$ cat src/rtl/axis_downsizer.sv
// AXI-Stream width downsizer: splits each wide input beat into RATIO narrow sub-beats,
// skipping sub-beats whose keep slice is empty and tagging the packet's final sub-beat.
module axis_downsizer #(
   parameter int WORD_W  = 8,
   parameter int BUS_I_W = 32,
   parameter int BUS_O_W = 8
) (
   input  logic               clk,
   input  logic               rstn,
   input  logic               s_valid,
   output logic               s_ready,
   input  logic [BUS_I_W-1:0] s_data,
   input  logic [BUS_I_W/WORD_W-1:0] s_keep,
   input  logic               s_last,
   output logic               m_valid,
   input  logic               m_ready,
   output logic [BUS_O_W-1:0] m_data,
   output logic [BUS_O_W/WORD_W-1:0] m_keep,
   output logic               m_last
);

   localparam int WI    = BUS_I_W / WORD_W;
   localparam int WO    = BUS_O_W / WORD_W;
   localparam int RATIO = BUS_I_W / BUS_O_W;
   localparam int IDX_W = (RATIO > 1) ? $clog2(RATIO) : 1;

   typedef enum logic {EMPTY, BUSY} state_t;

   state_t             state;
   logic [BUS_I_W-1:0] buf_data;
   logic [WI-1:0]      buf_keep;
   logic               buf_last;
   logic [RATIO-1:0]   pend;      // sub-beats of the buffered beat still to be emitted
   logic [IDX_W-1:0]   idx;

   logic [RATIO-1:0]   pend_rest;
   logic [RATIO-1:0]   new_mask;
   logic               final_sub;
   logic               s_fire;
   logic               m_fire;

   // A keep-less beat carrying last still emits sub-beat 0 so the packet boundary survives.
   function automatic logic [RATIO-1:0] emit_mask(input logic [WI-1:0] keep, input logic last);
      logic [RATIO-1:0] m;
      m = '0;
      for (int k = 0; k < RATIO; k++) m[k] = |keep[k*WO +: WO];
      if (m == '0 && last) m[0] = 1'b1;
      return m;
   endfunction

   function automatic logic [IDX_W-1:0] lowest(input logic [RATIO-1:0] m);
      logic [IDX_W-1:0] lo;
      lo = '0;
      for (int k = RATIO - 1; k >= 0; k--) if (m[k]) lo = IDX_W'(k);
      return lo;
   endfunction

   always_comb begin
      pend_rest = pend & ~(RATIO'(1) << idx);
      final_sub = (pend_rest == '0);
      new_mask  = emit_mask(s_keep, s_last);
      m_valid   = rstn && (state == BUSY);
      s_ready   = rstn && ((state == EMPTY) || (m_ready && final_sub));
      s_fire    = s_valid && s_ready;
      m_fire    = m_valid && m_ready;
      m_data    = m_valid ? buf_data[idx*BUS_O_W +: BUS_O_W] : '0;
      m_keep    = m_valid ? buf_keep[idx*WO +: WO] : '0;
      m_last    = m_valid && buf_last && final_sub;
   end

   always_ff @(posedge clk) begin
      if (!rstn) begin
         // NOTE: buf_data is pure datapath qualified by state, so it is deliberately left unreset.
         state    <= EMPTY;
         idx      <= '0;
         buf_keep <= '0;
         buf_last <= 1'b0;
         pend     <= '0;
      end else if (s_fire) begin
         buf_data <= s_data;
         buf_keep <= s_keep;
         buf_last <= s_last;
         pend     <= new_mask;
         idx      <= lowest(new_mask);
         state    <= (new_mask != '0) ? BUSY : EMPTY;
      end else if (m_fire) begin
         pend <= pend_rest;
         idx  <= lowest(pend_rest);
         if (final_sub) state <= EMPTY;
      end
   end

endmodule

$ cat config.mk
export PLATFORM = sky130hd
export DESIGN_NAME = axis_downsizer
export DESIGN_NICKNAME = d
export VERILOG_FILES = /design/src/rtl/axis_downsizer.sv
export SDC_FILE = /design/constraint.sdc
export NUM_CORES = 1
export LEC_CHECK = 0
export CAP_MARGIN = 0
export CORE_MARGIN = 3
export CORE_UTILIZATION = 40
export CTS_CLUSTER_DIAMETER = 80
export DETAILED_ROUTE_END_ITERATION = 6
export GPL_ROUTABILITY_DRIVEN = 0
export PLACE_DENSITY = 0.66
export SLEW_MARGIN = 20
export SYNTH_ARGS = -nofsm -noshare
export SYNTH_HDL_FRONTEND = slang
export SYNTH_SLANG_ARGS = --single-unit
$ cat constraint.sdc
create_clock -name clk -period 2.75 [get_ports clk]
set_clock_uncertainty 0.1 [all_clocks]
set_input_delay 0.275 -clock clk [delete_from_list [all_inputs] [get_ports clk]]
set_output_delay 0.275 -clock clk [all_outputs]
set_load 0.01 [all_outputs]
# == Word-level counts from Yosys, hierarchy flattened ==
# Cells that the tools add are included.
# op_classes
bitwise_logic,3
multipliers,0
n_eq_ne,0
magnitude_cmp,0
reduce_logical,16
shift,3
addsub,0
n_div,0
mux,19
# ops
operator,count
32-bit by 6-bit indexed part select with 8-bit output,1
2-bit 2-to-1 mux,10
1-bit logical AND,8
4-bit logical NOT,2
4-bit 2-to-1 mux,2
8-bit 2-to-1 mux,1
1-bit 2-to-1 mux,6
4-bit bitwise AND,1
4-bit inverter,1
2-bit AND reduction,2
2-bit nonzero test,2
4-bit nonzero test,1
4-bit by 3-bit indexed part select with 1-bit output,1
1-bit by 2-bit << shifter with 4-bit output (first input constant),1
1-bit logical OR,1
1-bit inverter,1
# word_totals
mem_bits_ro,0
input_bits,41
latch_bits,0
ff_bits,44
wordCells,47
n_memories,0
ram_bits,0
output_inout_bits,12

# == Longest topological paths before layout ==
# Gate-level depths: netlist of the first run.
# depth
ltp_word,10
ltp_mapped,6
ltp_nobuf,4

# == Worst setup path after synthesis of the first run ==
# Ideal clock, no wire load.
# synth_timing
path_kind,register to register
from,register idx[0]
to,"register buf_data[0], enable pin"
t_arrival_ns,1.918
period_less_slack_ns,2.405
setup_time_ns,0.387
t_required_ns,2.263
slack_ns,0.345
path_stages_with_launch,7
n_path_buf,2
cell_sequence,dfxtp_1 > buf_6 > mux2i_2 > a22oi_1 > o31a_1 > buf_6 > inv_1
# synth_between
elab_chain_cells,9
# synth_lines
item,line_no,source
from (decl),34,logic [IDX_W-1:0] idx;
from (signal assigned),84,idx <= lowest(new_mask);
from (signal assigned),88,idx <= lowest(pend_rest);
1-bit by 2-bit << shifter with 4-bit output,59,pend_rest = pend & ~(RATIO'(1) << idx);
4-bit inverter,59,
4-bit bitwise AND,59,
4-bit logical NOT,60,final_sub = (pend_rest == '0);
1-bit logical AND,63,s_ready = rstn && ((state == EMPTY) || (m_ready && final_sub));
1-bit logical OR,63,
1-bit logical AND,63,
1-bit logical AND,64,s_fire = s_valid && s_ready;
2-bit AND reduction (no source line),n/a,
to (signal assigned),80,buf_data <= s_data;
to (decl),30,logic [BUS_I_W-1:0] buf_data;
# No other way between the ends.
# A chain may end at the register's enable or synchronous reset.

# == Worst setup path in the final report of the first run ==
# layout_timing
from,register idx[0]
to,output port s_ready
# layout_between
elab_chain_cells,7
# layout_lines
item,line_no,source
1-bit by 2-bit << shifter with 4-bit output,59,
4-bit inverter,59,
4-bit bitwise AND,59,
4-bit logical NOT,60,
1-bit logical AND,63,
1-bit logical OR,63,
1-bit logical AND,63,
to (decl),11,"output logic s_ready,"
# No other way between the ends.

==> results of run 1 <==
## layer usage
metal	GRT usage, %	up-vias	wire length, um
met5	0	-	0
met4	7.38	0	64
met3	5.15	6	327
met2	24.5	60	1990
met1	19.5	647	1630
li1	-	644	-
## sequential cells by signal (all words and copies together) (netlist names)
name / flops
state: 1
buf_keep: 4
idx: 2
buf_data: 32
buf_last: 1
pend: 4
## synthesized netlist by cell type (2+ instances only)
cell type	count
edfxtp_1	32
buf_6	2
nor2b_1	3
nand3_1	2
a21oi_1	2
clkbuf_1	3
nor2_1	2
mux4_2	9
a21boi_0	3
and2_1	10
nand2_1	8
dfxtp_1	12
o311ai_0	5
and3_1	2
a31oi_1	2
nand2b_1	2
inv_1	11
o21ai_0	7
nor3_1	3
mux2i_1	8
o21a_1	2
## kinds of logic (layout without fill, tap and decap cells)
group,count (synthesis),after routing,synth area share (%)
DFF,44,44,61.6
and+or+nand+nor,34,34,9.49
AOI/OAI and AO/OA,27,27,9.62
muxes,18,18,15.2
buffers and inverters,17,75,4.10
## how the worst max path moves through the flow
stage                             start                     to  cells after the start
global route        idx[0]$_SDFFE_PN0P_                s_ready                      6
finish              idx[0]$_SDFFE_PN0P_                s_ready                      6
CTS                 idx[1]$_SDFFE_PN0P_                s_ready                      5
floorplan           idx[0]$_SDFFE_PN0P_  buf_data[0]$_DFFE_PP_                      6
global placement    idx[1]$_SDFFE_PN0P_                s_ready                      5
detailed placement  idx[1]$_SDFFE_PN0P_                s_ready                      5
## through the flow
stage / setup WS [ns] / hold slack [ns] / cell area [um^2] / std cells / utilization (%)
detailed placement: 0.371 / 0.358 / 2550 / 256 / 56.3
floorplan: 0.345 / 0.274 / 1950 / 140 / -
global route: 0.0259 / 0.394 / 2630 / 263 / 58.0
finish: 0.205 / 0.366 / 2630 / 263 / 58.0
global placement: 0.434 / 0.347 / 2550 / 256 / 56.3
CTS: 0.0502 / 0.370 / 2630 / 263 / 58.0
## worst max-delay path, stage by stage (launching register included)
cell and delay (ns):
dfxtp_1 0.31, buf_4 0.28, mux2i_2 0.32, nand3b_1 0.13, a21boi_0 0.18, o21a_1 0.13, clkdlybuf4s50_1 0.53
## power breakdown
part / switching (W) / total, W / internal [W]
Clock: 0.000198 / 0.000371 / 0.000173
Sequential: 0.0000301 / 0.000808 / 0.000778
Combinational: 0.000115 / 0.000266 / 0.000151
Total: 0.000343 / 0.00144 / 0.00110
## area by class of cell
type	count	area [um^2]
Sequential cell	44	1200
Clock inverter	1	5.00
Multi-Input combinational cell	79	669
Timing Repair Buffer	57	558
Tap cell	65	81.3
Inverter	11	41.3
Clock buffer	6	72.6
Fill cell	372	1900
## timing repair
item                       4_1_cts  5_1_grt
hold buffers                     0        0
resized for setup                0        1
setup endpoints to repair        0        2
==> metrics.txt, run 1 <==
share of cells above drive strength 1=11.1%; final setup vio count=0; clk buf depth=2; Synth async-reset ratio=0%; status=completed; Post-synth EDFFs=32; crit start category=flip-flop; Antenna Nets Post-Route=0; Final min period=2.55 ns; area added between synthesis and finish=34.8%; die footprint=5750 um^2; leakage=0.948 nW; Final Hold Viols=0; share of the synthesized area in the top cell type=49.3%; Synth Area per Inst=13.9 um^2; # port buffers=52; setup bufs post-CTS=0; Routed wire per std cell=15.3 um; DP HPWL=2970 um; largest area contributor in the netlist=edfxtp_1; flops & latches, synth=44; Iter 0 DRT Violations=117; Syn Inst Count=140; commonest non-fill, non-tap cell in the layout=clkdlybuf4s50_1; critical path required time=2.38 ns; total global routing overflow=0; R2R depth=6; Final Cycle Share=92.6%; vias=1357; highest clock rate=393 MHz; overall routed net length=4010 um; Design Power=0.00144 W; crit path capture type=output pin; Worst Path Arrival=2.17 ns; syn nets=181; Crit Path Max Fanout=18; min-delay src=buf_keep[0]$_SDFFE_PN0P_; core area=4530 um^2; Max-slew headroom=71.6%; Starting Density=43.0%; WHS Endpoint=buf_keep[0]$_SDFFE_PN0P_; Max-Cap Viols=0; vias per cell=5.16; Worst R2R Start=idx[0]$_SDFFE_PN0P_; Nets=239; R2R Setup Slk=0.62 ns; vias in the first global route=1424; Antenna diodes=0; first-pass GRT wire length=6490 um; clk sinks=44; CTS H-tree depth=2; predominant post-synthesis flop cell=edfxtp_1; die span in y=75.8 um; fin. max-slew vios=0; initial antenna violation count=0; Rows=24; top area cells in the synthesized netlist=edfxtp_1 (49%), dfxtp_1 (12%), mux4_2 (10%); DRC viols=0; most frequent cells in the layout=clkdlybuf4s50_1 (52), edfxtp_1 (32), inv_1 (11), dfxtp_1 (11), and2_1 (10); Hold Path Class=flip-flop to flip-flop; Distinct cells, synth=31; pwr/cell area=549 nW/um^2; Worst Hold Depth=2; Slew @ Worst Pin=0.426 ns; largest net degree at the start of global routing=21; GR Util All Layers=15.6%; clk slew on worst S/H paths=0.08 ns; Clk Tree Root Cell=clkbuf_8; chip width=75.8 um; worst reg2reg endpoint=buf_data[25]$_DFFE_PP_; Cell Area, Synth=1950 um^2; CTS tree=built; Synth Warn #=0; Worst-Skew Late Latency=0.29 ns; RSZ-0062 raised after global routing=no; register area share after synthesis=61.6%; Fin Setup TNS=0 ns; kind of critical path=flip-flop to output pin; IO Count=53; Worst VDD drop=0.299 mV; total CTS buffers=5; first drt pass iteration count=4
Power figures use the tool's default switching activity.
==> run 2: changes to the inputs <==
PLACE_DENSITY = 0.69   (was 0.66)
clock period = 2.1 ns   (was 2.75 ns; I/O delays follow)
==> run 2 against run 1 <==
  * Cell count is 2.7% higher
  * Largest power group unchanged
  * Critical path depth is 2 lower
  * Sequential share of layout area down 1.7 points
  * Critical path type unchanged
==> metrics.txt, run 2 (synthesis gave the netlist of run 1 again) <==
status=completed; largest net degree at the start of global routing=33 (+57%); setup ws final=0.0730 ns (-0.132 ns); Largest regs=buf_data: 32 flops, buf_keep: 4 flops, pend: 4 flops; R2R depth=6 (unchanged); clk slew on worst S/H paths=0.08 ns (about the same); CTS tree=built; WHS Endpoint=buf_keep[3]$_SDFFE_PN0P_; Fin Setup TNS=0 ns (unchanged); Hold WS=0.366 ns (-0.000268 ns); fin. max-slew vios=0 (unchanged); Layout Cells excl Fill=270 (+2.7%); highest clock rate=493 MHz; Worst Path Arrival=1.72 ns (-0.45 ns); crit path buf inv count=2 (unchanged); area of the multi-input gates=678 um^2 (+1.3%); met1 Use GR=20.6% (+1.1 points); commonest non-fill, non-tap cell in the layout=clkdlybuf4s50_1; area added between synthesis and finish=40.5%; hold buffer count at CTS=0 (unchanged); total global routing overflow=0 (unchanged); Slew @ Worst Pin=0.333 ns (-0.0935 ns); GR Util All Layers=14.7% (-0.91 points); initial antenna violation count=0 (unchanged); vias per cell=5.04 (-2.3%); Seq. cell area=1200 um^2 (+0.21%); Final Hold Viols=0 (unchanged); leakage=1.02 nW (+7.9%); met3 Usage GRT=5.41% (+0.26 points); max reg flops=32 (unchanged); chip width=75.8 um (unchanged); R2R Setup Slk=0.22 ns (-0.40 ns); Antenna Nets Post-Route=0 (unchanged); Routed wire per std cell=14.4 um (-5.9%); Max-Cap Viols=0 (unchanged); met2 Track Usage GR=21.4% (-3.1 points); DP HPWL=2870 um (-3.2%); Final min period=2.03 ns; Flop pwr share=51.7% (-4.3 points); kind of critical path=flip-flop to output pin; delay-heaviest family, CP=multiplexers; most flop-heavy register=buf_data; Rows=24 (unchanged); post-route cell area=2740 um^2 (+4.2%); vias in the first global route=1322 (-7.2%); total CTS buffers=5 (unchanged); switching power share of the total=22.4% (-1.3 points); clock share of power=29.8% (+4.2 points); slowest stage delay, CP=0.48 ns (-0.05 ns); Starting Density=43.0% (unchanged); pwr/cell area=747 nW/um^2 (+36%); DRC viols=0 (unchanged); crit path capture type=output pin; core area=4530 um^2 (unchanged); Iter 0 DRT Violations=103 (-12%); # fillers=346 (-7.0%); die span in y=75.8 um (unchanged); min-delay src=buf_keep[3]$_SDFFE_PN0P_; final setup vio count=0 (unchanged); most frequent cells in the layout=clkdlybuf4s50_1 (41), edfxtp_1 (32), dfxtp_1 (11); worst slack, placed=0.0320 ns (-0.339 ns); critical path required time=1.79 ns (-0.59 ns); Final Cycle Share=96.5%; first drt pass iteration count=4 (unchanged); clk sinks=44 (unchanged); Crit Path Max Fanout=9 (-9); crit start category=flip-flop; IO Count=53 (unchanged); Worst-Skew Late Latency=0.28 ns (about the same); P_int=0.00159 W (+44%); RSZ-0062 raised after global routing=no; Switch Pwr=0.000459 W (+34%); overall routed net length=3880 um (-3.4%); # port buffers=52 (unchanged); CTS H-tree depth=2 (unchanged); Nets=245 (+2.5%); Clk Tree Root Cell=clkbuf_8; global route hottest layer=met2; worst reg2reg endpoint=buf_data[15]$_DFFE_PP_; Worst Hold Depth=2 (unchanged); Antenna diodes=0 (unchanged); share of cells above drive strength 1=14.6% (+3.5 points); Worst R2R Start=idx[0]$_SDFFE_PN0P_; Hold Path Class=flip-flop to flip-flop; Max-slew headroom=77.5% (+6.0 points); Logic pwr share=18.5% (about the same); vias=1361 (+0.29%); CP cell instances=buf_12, mux4_2, and2_1, dlygate4sd2_1; first-pass GRT wire length=6270 um (-3.5%); Worst VDD drop=0.456 mV (+52%); Critical Path Slowest Stage Cell=mux4_2; placed cells=261 (+2.0%); clk buf depth=2 (unchanged); Cell Area, Placed=2620 um^2 (+2.6%); die footprint=5750 um^2 (unchanged)
[run 2: cell count changes in the layout (fill, tap and decap cells not counted), moves of 2 or more]
cell / before / now
buf_12: 0 / 2
buf_4: 5 / 8
clkdlybuf4s15_1: 0 / 5
clkdlybuf4s50_1: 52 / 41
clkinv_1: 0 / 2
dlygate4sd2_1: 0 / 5
[run 2: worst reg2reg max path, stage by stage (launching register included)]
cell and delay (ns):
dfxtp_4 0.37, buf_12 0.13, mux2i_4 0.24, a22oi_1 0.11, o31a_1 0.33, clkinvlp_4 0.10
buf_12 0.19
[run 2: worst max-delay path by stage]
stage                              from  depth (start not counted)                    end
floorplan           idx[0]$_SDFFE_PN0P_                          6  buf_data[0]$_DFFE_PP_
finish              idx[0]$_SDFFE_PN0P_                          4              m_data[5]
global placement    idx[0]$_SDFFE_PN0P_                          6                s_ready
global route        idx[0]$_SDFFE_PN0P_                          4              m_data[5]
detailed placement  idx[0]$_SDFFE_PN0P_                          6                s_ready
CTS                 idx[0]$_SDFFE_PN0P_                          4              m_data[4]
[run 2: per-stage QoR]
stage                     util [%]  total power, W
after floorplan                  -         0.00127
after global placement        57.7         0.00144
after detailed placement      57.7         0.00145
after CTS                     60.1         0.00206
after global routing          60.4         0.00216
final                         60.4         0.00205
[run 2: routing by layer]
| metal | share of wire (%) | wire, um |
|---|---|---|
| met1 | 44 | 1720 |
| met2 | 47 | 1830 |
| met5 | 0 | 0 |
| met4 | 0.31 | 12 |
| met3 | 8.0 | 312 |
[run 2: repair_timing]
item,in CTS,in global routing
setup endpoints to repair,11,9
gates cloned,0,0
buffers inserted,0,1
gates resized for setup,15,10
pin swaps,0,1
hold endpoints to repair,0,0
[run 2: final cells by class]
cell class,count,area share [%]
well taps,65,2.97
multi-input cells,79,24.7
inverters,11,1.64
repair buffers,63,22.8
clock buffers,5,2.51
clock inverters,3,1.37
flip-flops and latches,44,44.0
[run 2: power by group through the flow]
| stage | combinational (W) | clock [W] | sequential [W] |
|---|---|---|---|
| 3_3_place_gp | 0.000369 | 0 | 0.00107 |
| 2_1_floorplan | 0.000207 | 0 | 0.00106 |
| 3_5_place_dp | 0.000376 | 0 | 0.00108 |
| 6_report | 0.000379 | 0.000610 | 0.00106 |
| 5_1_grt | 0.000415 | 0.000679 | 0.00107 |
| 4_1_cts | 0.000375 | 0.000630 | 0.00106 |
==> run 3: changes to the inputs <==
CORE_MARGIN = 1   (was 3)
CORE_UTILIZATION = 43   (was 40)
PLACE_DENSITY = 0.73   (was 0.69)
==> run 3 against run 2 <==
  * Flip-flop and latch count stayed put
  * Via count is 5.5% higher
  * Clock power shrank 19%
  * Global-route usage is 4.7 points higher
  * Register-to-register slack got worse by 0.12 ns
  * Combinational power rose by 9.8%
  * Core utilization rose by 2.2 points
  * Critical endpoint is now m_data[6]
  * Largest cell class unchanged
  * Largest power group unchanged
==> metrics.txt, run 3 (synthesis gave the netlist of run 1 again) <==
worst slack, placed=-0.0153 ns (-0.0473 ns); R2R Setup Slk=0.10 ns (-0.12 ns); Max-slew headroom=72.1% (-5.5 points); Cell Area, Placed=2600 um^2 (-0.62%); fin. max-slew vios=0 (unchanged); area added between synthesis and finish=39.9%; Largest regs=buf_data: 32 flops, buf_keep: 4 flops, pend: 4 flops; IO Count=53 (unchanged); Routed wire per std cell=16.8 um (+17%); setup ws final=0.0861 ns (+0.0131 ns); leakage=1.02 nW (-0.54%); Final Cycle Share=95.9% (-0.62 points); min-delay src=s_data[29]; initial antenna violation count=0 (unchanged); met2 Track Usage GR=32.3% (+11 points); delay-heaviest family, CP=multiplexers; largest net degree at the start of global routing=33 (unchanged); # fillers=313 (-9.5%); clk buf depth=2 (unchanged); vias per cell=5.54 (+10%); Final Hold Viols=0 (unchanged); share of cells above drive strength 1=21.3% (+6.6 points); R2R depth=7 (+1); Hold Path Class=input port to flip-flop; crit path capture type=output pin; total global routing overflow=0 (unchanged); CTS tree=built; crit path buf inv count=2 (unchanged); Design Power=0.00197 W (-3.6%); DRC viols=0 (unchanged); Crit Path Max Fanout=5 (-4); most flop-heavy register=buf_data; critical path required time=1.79 ns (about the same); status=completed; Seq. cell area=1200 um^2 (unchanged); Critical Path Stages=4 (unchanged); vias=1436 (+5.5%); Hold WS=0.369 ns (+0.00289 ns); die footprint=4810 um^2 (-16%); Antenna diodes=0 (unchanged); final setup vio count=0 (unchanged); clk sinks=44 (unchanged); first drt pass iteration count=4 (unchanged); met3 Usage GRT=5.81% (+0.40 points); worst reg2reg endpoint=buf_data[31]$_DFFE_PP_; crit start category=flip-flop; vias in the first global route=1514 (+15%); Iter 0 DRT Violations=92 (-11%); met1 Use GR=23.7% (+3.1 points); RSZ-0062 raised after global routing=no; core area=4350 um^2 (-4.0%); Critical Path Slowest Stage Cell=mux4_2; Slew @ Worst Pin=0.415 ns (+0.0824 ns); CP startpoint=idx[0]$_SDFFE_PN0P_; slowest stage delay, CP=0.48 ns (about the same); global route hottest layer=met2; commonest non-fill, non-tap cell in the layout=clkdlybuf4s50_1; max reg flops=32 (unchanged); Clk Tree Root Cell=clkbuf_8; most frequent cells in the layout=clkdlybuf4s50_1 (41), edfxtp_1 (32), dfxtp_1 (11); chip width=69.4 um (-8.5%); first-pass GRT wire length=7200 um (+15%); Nets=248 (+1.2%); Worst VDD drop=0.383 mV (-16%); CP cell instances=buf_12, mux4_2, and2_1, clkdlybuf4s15_1; Antenna Nets Post-Route=0 (unchanged); Starting Density=44.8% (+1.8 points); post-route cell area=2730 um^2 (-0.41%); pwr/cell area=723 nW/um^2 (-3.2%); DP HPWL=3060 um (+6.5%); worst setup path endpoint=m_data[6]; highest clock rate=497 MHz (+0.65%); # port buffers=52 (unchanged); total CTS buffers=5 (unchanged); Max-Cap Viols=0 (unchanged); overall routed net length=4350 um (+12%); Worst-Skew Late Latency=0.29 ns (about the same); Final min period=2.01 ns (-0.0131 ns); Worst R2R Start=idx[0]$_SDFFE_PN0P_; die span in y=69.4 um (-8.5%); area of the multi-input gates=683 um^2 (+0.74%); GR Util All Layers=19.4% (+4.7 points); Worst Path Arrival=1.70 ns (-0.02 ns); clk slew on worst S/H paths=0.08 ns (about the same); CTS H-tree depth=2 (unchanged); kind of critical path=flip-flop to output pin; Rows=24 (unchanged)
run 3: changes by cell type in the layout (fill, tap and decap cells not counted), sizes merged:
cell | before | now
clkdlybuf4s15 | 5 | 3
bufinv | 1 | 0
clkinvlp | 1 | 2
dlygate4sd2 | 5 | 0
clkbuf | 6 | 14
buf | 11 | 13
clkinv | 2 | 1
run 3: metal layers:
metal	vias up	routed length, um
li1	665	-
met1	685	1710
met2	78	2210
met3	8	358
met4	0	71
met5	-	0
run 3: what timing repair did:
action                                  4_1_cts  5_1_grt
endpoints found under the setup margin       11        9
hold buffers                                  0        0
pin swaps                                     0        2
cloned                                        1        1
gates resized for setup                      26       13
setup buffers                                 0        2
hold endpoints to repair                      0        0
run 3: cell type report:
type | instances | share of cell area, %
timing repair buffer | 66 | 23.8
tap | 52 | 2.38
clock inverter | 2 | 0.459
multi-input combinational | 79 | 25.0
clock buffer | 5 | 2.52
inverter | 11 | 1.65
sequential | 44 | 44.2
run 3: worst min-delay path by stage:
| stage | slack, ns | cells after the start | end |
|---|---|---|---|
| after floorplan | 0.21 | 0 | buf_data[0]$_DFFE_PP_ |
| after detailed placement | 0.36 | 2 | buf_last$_SDFFE_PN0P_ |
| final | 0.37 | 1 | buf_data[29]$_DFFE_PP_ |
| after CTS | 0.36 | 1 | buf_data[29]$_DFFE_PP_ |
| after global routing | 0.35 | 1 | buf_data[11]$_DFFE_PP_ |
| after global placement | 0.34 | 2 | buf_last$_SDFFE_PN0P_ |
run 3: where the power goes:
part           internal, W  total, W  leakage (nW)  switching [W]
Sequential         0.00102   0.00106         0.400      0.0000440
Combinational     0.000242  0.000416         0.578       0.000174
Clock             0.000225  0.000494        0.0400       0.000269
Total              0.00149   0.00197          1.02       0.000487
run 3: per-stage QoR:
stage	setup TNS, ns	std cells	utilization, %
global placement	0	248	59.7
finish	0	259	62.7
CTS	0	256	62.5
floorplan	0	140	-
global route	0	259	62.7
detailed placement	-0.0153	248	59.7
